$ cat src/rtl/addsub_pkg.sv
// Shared types and constants for the two-requester add/sub arbiter.
package addsub_pkg;
  localparam int DATA_W = 32;
  localparam logic OP_ADD = 1'b0;
  localparam logic OP_SUB = 1'b1;

  typedef enum logic [1:0] {
    IDLE = 2'd0,
    EXEC = 2'd1,
    RESP = 2'd2
  } state_t;
endpackage

$ cat src/rtl/sub_add_32bit.sv
// Combinational modulo-2^32 adder/subtractor; subtract is A + ~B + 1, carry-out dropped.
module sub_add_32bit
  import addsub_pkg::*;
(
  input  logic [DATA_W-1:0] a,
  input  logic [DATA_W-1:0] b,
  input  logic              alu_op,
  output logic [DATA_W-1:0] res
);
  logic [DATA_W-1:0] b_eff;

  assign b_eff = (alu_op == OP_SUB) ? ~b : b;
  assign res   = a + b_eff + {{(DATA_W-1){1'b0}}, alu_op};
endmodule

$ cat src/rtl/addsub_arbiter.sv
// Round-robin arbiter sharing one add/sub datapath between two requesters; result at T+2, held until rsp_ready.
// Define ADDSUB_ARB_OVF_EN to add the registered signed-overflow output rsp_ovf.
module addsub_arbiter #(
  parameter int DATA_W = 32
) (
  input  logic                clk,
  input  logic                rst_n,
  input  logic [1:0]          req_valid,
  output logic [1:0]          req_ready,
  input  logic [2*DATA_W-1:0] req_a,
  input  logic [2*DATA_W-1:0] req_b,
  input  logic [1:0]          req_op,
  output logic [1:0]          rsp_valid,
  input  logic [1:0]          rsp_ready,
  output logic [DATA_W-1:0]   rsp_res,
  output logic                busy
`ifdef ADDSUB_ARB_OVF_EN
  ,
  output logic                rsp_ovf
`endif
);
  import addsub_pkg::*;

  state_t            state, state_nxt;
  logic              grant, last_grant, arb_idx, op_q, xfer;
  logic [DATA_W-1:0] a_q, b_q, alu_res;

  // On a tie, favour the requester that did not win last time.
  assign arb_idx = (&req_valid) ? ~last_grant : req_valid[1];
  assign xfer    = (state == IDLE) && (|req_valid);

  always_ff @(posedge clk or negedge rst_n) begin
    if (!rst_n) state <= IDLE;
    else        state <= state_nxt;
  end

  always_comb begin
    state_nxt = state;
    case (state)
      IDLE:    if (xfer) state_nxt = EXEC;
      EXEC:    state_nxt = RESP;
      RESP:    if (rsp_ready[grant]) state_nxt = IDLE;
      default: state_nxt = IDLE;
    endcase
  end

  always_comb begin
    req_ready = 2'b00;
    rsp_valid = 2'b00;
    if (xfer)           req_ready[arb_idx] = 1'b1;
    if (state == RESP)  rsp_valid[grant]   = 1'b1;
  end

  assign busy = (state != IDLE);

  always_ff @(posedge clk or negedge rst_n) begin
    if (!rst_n) begin
      grant      <= 1'b0;
      last_grant <= 1'b1;
      op_q       <= OP_ADD;
      a_q        <= '0;
      b_q        <= '0;
    end else if (xfer) begin
      grant      <= arb_idx;
      last_grant <= arb_idx;
      op_q       <= req_op[arb_idx];
      a_q        <= arb_idx ? req_a[2*DATA_W-1:DATA_W] : req_a[DATA_W-1:0];
      b_q        <= arb_idx ? req_b[2*DATA_W-1:DATA_W] : req_b[DATA_W-1:0];
    end
  end

  sub_add_32bit u_alu (
    .a      (a_q),
    .b      (b_q),
    .alu_op (op_q),
    .res    (alu_res)
  );

  always_ff @(posedge clk or negedge rst_n) begin
    if (!rst_n)              rsp_res <= '0;
    else if (state == EXEC)  rsp_res <= alu_res;
  end

`ifdef ADDSUB_ARB_OVF_EN
  logic ovf_nxt;

  always_comb begin
    if (op_q == OP_SUB)
      ovf_nxt = (a_q[DATA_W-1] != b_q[DATA_W-1]) && (alu_res[DATA_W-1] != a_q[DATA_W-1]);
    else
      ovf_nxt = (a_q[DATA_W-1] == b_q[DATA_W-1]) && (alu_res[DATA_W-1] != a_q[DATA_W-1]);
  end

  always_ff @(posedge clk or negedge rst_n) begin
    if (!rst_n)              rsp_ovf <= 1'b0;
    else if (state == EXEC)  rsp_ovf <= ovf_nxt;
  end
`endif
endmodule

$ cat config.mk
export PLATFORM = sky130hd
export DESIGN_NAME = addsub_arbiter
export DESIGN_NICKNAME = d
export VERILOG_FILES = /design/src/rtl/addsub_pkg.sv /design/src/rtl/sub_add_32bit.sv /design/src/rtl/addsub_arbiter.sv
export SDC_FILE = /design/constraint.sdc
export NUM_CORES = 1
export LEC_CHECK = 0
export CORE_MARGIN = 2
export CORE_UTILIZATION = 35
export DETAILED_ROUTE_END_ITERATION = 8
export PLACE_DENSITY_LB_ADDON = 0.1
export SLEW_MARGIN = 20
export SYNTH_ARGS = -nofsm -noshare
export SYNTH_HDL_FRONTEND = slang
export SYNTH_SLANG_ARGS = --single-unit
export TNS_END_PERCENT = 30
$ cat constraint.sdc
create_clock -name clk -period 3.35 [get_ports clk]
set_input_delay 0.67 -clock clk [delete_from_list [all_inputs] [get_ports clk]]
set_output_delay 0.67 -clock clk [all_outputs]
set_load 0.01 [all_outputs]
# [Word level (Yosys, flattened, before mapping)]
# Cells that the tools add are included.
[op_classes] add_sub_neg=2 n_mul=0 n_div=0 order_cmp=4 n_eq_ne=4 n_shift=0 muxes=17 n_bitwise=2 reduce_logical=8
[op_table] op="32-bit 2-to-1 mux" count=3
[op_table] op="32-bit by 1-bit adder with 32-bit output" count=1
[op_table] op="32-bit adder" count=1
[op_table] op="32-bit NOT" count=1
[op_table] op="2-bit 2-to-1 mux" count=4
[op_table] op="1-bit 2-to-1 mux" count=7
[op_table] op="2-bit one-hot mux with 3 select lines" count=1
[op_table] op="1-bit by 2-bit < comparator with 1-bit output (second input constant)" count=2
[op_table] op="2-bit != test (second input constant)" count=2
[op_table] op="2-bit AND reduction" count=2
[op_table] op="1-bit logical AND" count=3
[op_table] op="1-bit demux with 1-bit select" count=2
[op_table] op="2-bit by 1-bit equality test with 1-bit output (second input constant)" count=1
[op_table] op="2-bit equality test (second input constant)" count=1
[op_table] op="1-bit >= comparator (second input constant)" count=2
[op_table] op="2-bit logical NOT" count=1
[op_table] op="2-bit nonzero test" count=1
[op_table] op="2-bit OR reduction" count=1
[op_table] op="1-bit NOT" count=1
[word_totals] regBits=101 latchBits=0 mem_bits_rw=0 mem_bits_ro=0 inputBits=136 output_inout_bits=37 word_cells=44 n_memories=0

# [Logic depth before layout (Yosys ltp)]
# Gate-level depths: netlist of the first run.
[depth] word_depth=7 depth_mapped=11 depth_no_buf=9

# [Modules after synthesis]
# Synthesis of the first run repeated with hierarchy kept, for this count alone.
[unflattened] hier_cells=602 hier_area_um2=6832.8
[modules_own_cells] module="addsub_arbiter" n_inst=1 cells_each=298 area_per_inst_um2=4697.0 seq_area_each_um2=2528.7
[modules_own_cells] module="sub_add_32bit" n_inst=1 cells_each=304 area_per_inst_um2=2135.8 seq_area_each_um2=0.0

# [Worst setup path before layout of the first run]
# Ideal clock, no wire load.
[synth_path] kind="register -> register" start="reg op_q" end="reg rsp_res[29]" setup_ns=0.129 t_arrival_ns=2.778 required_ns=3.221 slack_ns=0.444 path_stages_with_launch=12 n_path_buf=3 synth_period_minus_slack_ns=2.906 path_cell_list="dfrtp_1 > buf_2 > buf_1 > xor2_1 > ha_1 > buf_6 > a21o_1 > a21o_1 > a21o_1 > o21bai_1 > o31a_1 > a2111o_1"
[synth_between] elab_chain_cells=3
[synth_rtl] element="start, declared" line_no="addsub_arbiter.sv:25" rtl="logic grant, last_grant, arb_idx, op_q, xfer;"
[synth_rtl] element="start signal, assigned" line_no="addsub_arbiter.sv:66" rtl="op_q <= req_op[arb_idx];"
[synth_rtl] element="32-bit 2-to-1 mux" line_no="sub_add_32bit.sv:12" rtl="assign b_eff = (alu_op == OP_SUB) ? ~b : b;"
[synth_rtl] element="32-bit adder" line_no="sub_add_32bit.sv:13" rtl="assign res = a + b_eff + {{(DATA_W-1){1'b0}}, alu_op};"
[synth_rtl] element="32-bit by 1-bit adder with 32-bit output *" line_no="sub_add_32bit.sv:13"
[synth_rtl] element="end signal, assigned" line_no="addsub_arbiter.sv:81" rtl="else if (state == EXEC) rsp_res <= alu_res;"
[synth_rtl] element="end, declared" line_no="addsub_arbiter.sv:15" rtl="output logic [DATA_W-1:0] rsp_res,"
# Every way passes the cells marked *; elsewhere a longest branch is shown, timed or not.
# A chain may end at the register's enable or synchronous reset.

# [Worst setup path after layout of the first run]
[layout_path] start="reg op_q" end="reg rsp_res[31]"
# Same word-level chain as after synthesis.

==> results of run 1 <==
==> final cells by class <==
type	count	share of cell area
Tap cell	229	0.0335
Multi-Input combinational cell	442	0.388
Inverter	73	0.0320
Clock inverter	6	0.00599
Clock buffer	10	0.0279
Sequential cell	101	0.296
Timing Repair Buffer	186	0.217
==> cell families (layout without fill, tap and decap cells) <==
logic type / Yosys count / count (layout) / synth area share
AND/OR/NAND/NOR: 150 / 150 / 0.116
AO/OA/AOI/OAI: 206 / 206 / 0.263
XOR/XNOR: 50 / 50 / 0.0694
adder cells (fa/ha/maj): 34 / 34 / 0.0687
multiplexers: 2 / 2 / 0.00536
flip-flops: 101 / 101 / 0.401
buffers and inverters: 123 / 275 / 0.0764
==> routing by layer <==
layer,global-route usage,vias up,part of all wire
li1,-,2796,-
met1,0.317,2874,0.48
met2,0.288,271,0.43
met3,0.0443,22,0.074
met4,0.0516,0,0.014
met5,0,-,0
==> critical path: cells and delay by family (launching register included) <==
| kind | cells | cell delay [ps] |
|---|---|---|
| XOR/XNOR | 1 | 160 |
| AND/OR/NAND/NOR | 3 | 780 |
| AO/OA/AOI/OAI | 3 | 830 |
| buffers and inverters | 1 | 230 |
| flip-flops | 1 | 590 |
| adder cells (fa/ha/maj) | 1 | 430 |
==> flip-flops by register name, indices dropped and copies added, names as in the netlist <==
| name | flops |
|---|---|
| grant | 1 |
| a_q | 32 |
| state | 2 |
| b_q | 32 |
| rsp_res | 32 |
| last_grant | 1 |
| op_q | 1 |
==> through the flow <==
step,instance area (sq um),power [mW],utilization,setup WS (ps),cells
floorplan,6310,7.62,-,444,666
detailed placement,8270,10.0,0.464,242,1031
CTS,8560,11.1,0.480,238,1047
global placement,8270,9.93,0.464,268,1031
global route,8560,12.1,0.480,6.32,1047
finish,8560,11.2,0.480,221,1047
==> where the power goes <==
part	switching [mW]	leakage [nW]	total (mW)	internal [mW]
Combinational	4.54	2.51	7.72	3.18
Sequential	0.551	1.24	2.40	1.85
Clock	0.504	0.140	1.04	0.536
Total	5.59	3.90	11.2	5.56
==> layout by cell type (no fill, tap or decap), types with 6 or more instances in the layout <==
master           synthesis  routed
nand3_1                 11      11
dfrtp_1                100      99
xor2_1                  39      39
clkdlybuf4s50_1          0     171
nand4_1                 17      17
a21oi_1                 28      28
nand2_1                 62      62
a222oi_1                65      65
inv_1                   73      73
nor3_1                   8       8
o21a_1                   6       6
ha_1                    33      33
a21o_1                  15      15
clkbuf_16                0       9
nor2_1                  23      22
xnor2_1                 11      11
o211ai_1                 6       6
buf_4                    0      12
o21ai_0                 29      29
==> final timing paths <==
check,slack [ps],to,startpoint
setup reg to reg,220,rsp_res[31]$_DFFE_PN0N_,op_q$_DFFE_PN0P_
hold reg to reg,480,rsp_res[14]$_DFFE_PN0N_,rsp_res[14]$_DFFE_PN0N_
setup / recovery,220,rsp_res[31]$_DFFE_PN0N_,op_q$_DFFE_PN0P_
max in group asynchronous,2230,rsp_res[12]$_DFFE_PN0N_,rst_n
min in group clk,480,rsp_res[14]$_DFFE_PN0N_,rsp_res[14]$_DFFE_PN0N_
hold / removal,370,b_q[28]$_DFFE_PN0P_,rst_n
==> run_results.csv, run 1 <==
group,metric,value,unit
clock_network,cts_resized,0,
finish,fin_nets,983,
clock_network,clock_path_buffers,2,
sta,worstMarginPinSlew,820,ps
clock_network,ctsHoldBuffers,0,
setup_path,cp_cell_sequence,"buf_12, xor2_1, ha_1, nand4_1, nor4_1, a211oi_2, a2111oi_4, nor4_1, a311oi_1",
yosys,netlist_area,0.00631,sq mm
route,drt-pass1-iter-count,9,
yosys,netlist_instances,666,
yosys,synth_top_cell_by_area,"dfrtp_1",
global_routing,track_usage,0.205,
finish,num_antenna_cells,0,
clock_network,clock-sinks,101,
setup_path,critPathArrivalTime,3390,ps
clock_network,cts-root-buf,"clkbuf_16",
setup_path,slowest_stage,"dfrtp_2",
route,post_drt_wl_per_cell,19.2,um
run,maxCapViolations,0,
sta,relSlewSlack,0.451,
sta,min_period,3130,ps
clock_network,clk_latency,360,ps
sta,final.setup.tns,0,ps
finish,fill_cells,1664,
power_and_ir_drop,leakagePower,3.90,nW
setup_path,cp_max_fo,15,
floorplan,start_util,0.353,
clock_network,cts_tree,"built",
global_routing,grt_pass1_wl,31400,um
setup_path,criticalPathCategory,"reg2reg",
route,ant_nets,0,
clock_network,htreeDepth,3,
yosys,ys_types,69,
floorplan,die_w,138,um
finish,multi_input_area,0.00332,sq mm
finish,ff_latch_area,0.00253,sq mm
sta,timing.hold.ws,368,ps
yosys,synth_area_leaders,"dfrtp_1 40%, a222oi_1 10%, ha_1 6.5%, xor2_1 5.4%, inv_1 4.3%",
placement,io_buffers,172,
floorplan,die_area,0.0191,sq mm
sta,maxSlewViolCount,0,
setup_path,crit_top_cell,"nor4_1",
global_routing,grt_antenna_before_repair,0,
power_and_ir_drop,vdd_drop_max,0.669,mV
setup_path,rr_worst_depth,9,
setup_path,crit_path_end_kind,"register",
route,dr_total_vias,5963,
yosys,syn_nets,836,
setup_path,start_kind,"register",
sta,fin_crit_sh,0.934,
floorplan,core,0.0178,sq mm
setup_path,crit_path_max_incr_delay,590,ps
run_status,status,"completed",
worst_hold_path,min_path_type,"in2async",
global_routing,grt_max_degree,68,
clock_network,cts_made_buffers,9,
sta,fmax,320,MHz
yosys,synth-edff-count,0,
placement,hpwl,15300,um
yosys,async_reset_ff_frac,1.00,
placement,gp_congestion,0.846,
floorplan,ios,173,
route,drc_errors,0,
sta,finalHoldViolCount,0,
route,drt-vias-per-instance,5.70,
power_and_ir_drop,p_per_area,1300,mW/mm^2
finish,area_delta_synth_final,35.8,%
sta,finalSetupViolCount,0,
sta,grt_setup_unrepaired,"false",
yosys,synth.most_common_cell,"dfrtp_1",
finish,drive_gt1_frac,0.0672,
floorplan,die_y,138,um
yosys,synthFlopType,"dfrtp_1",
clock_network,clk_pin_slew,80,ps
sta,fin_skew,12.0,ps
clock_network,cts_setup_buffers,0,
yosys,synth_seq_cells,101,
yosys,synth-seq-area-share,0.401,
global_routing,overflow,0,
yosys,avgSynthCellArea,9.47,sq um
global_routing,grt_pass1_vias,5700,
yosys,synth_top_area_frac,0.397,
yosys,ys_warn_count,0,
setup_path,crit_required,3610,ps
route,wirelength,20200,um
yosys,synth_common_cells,"100 x dfrtp_1, 73 x inv_1, 65 x a222oi_1, 62 x nand2_1, 39 x xor2_1",
floorplan,row_count,49,
route,drt_iter0_markers,748,
No activity file was read; power rests on OpenSTA's default activity.
==> run 2, diff against run 1 <==
--- a/config.mk
+++ b/config.mk
@@ -5,11 +5,12 @@
 export SDC_FILE = /design/constraint.sdc
 export NUM_CORES = 1
 export LEC_CHECK = 0
+export CAP_MARGIN = 10
 export CORE_MARGIN = 2
 export CORE_UTILIZATION = 35
 export DETAILED_ROUTE_END_ITERATION = 8
 export PLACE_DENSITY_LB_ADDON = 0.1
-export SLEW_MARGIN = 20
+export SLEW_MARGIN = 25
 export SYNTH_ARGS = -nofsm -noshare
 export SYNTH_HDL_FRONTEND = slang
 export SYNTH_SLANG_ARGS = --single-unit
==> results of run 2 <==
No change in the layout: final DEF, timing and power equal those of run 1.
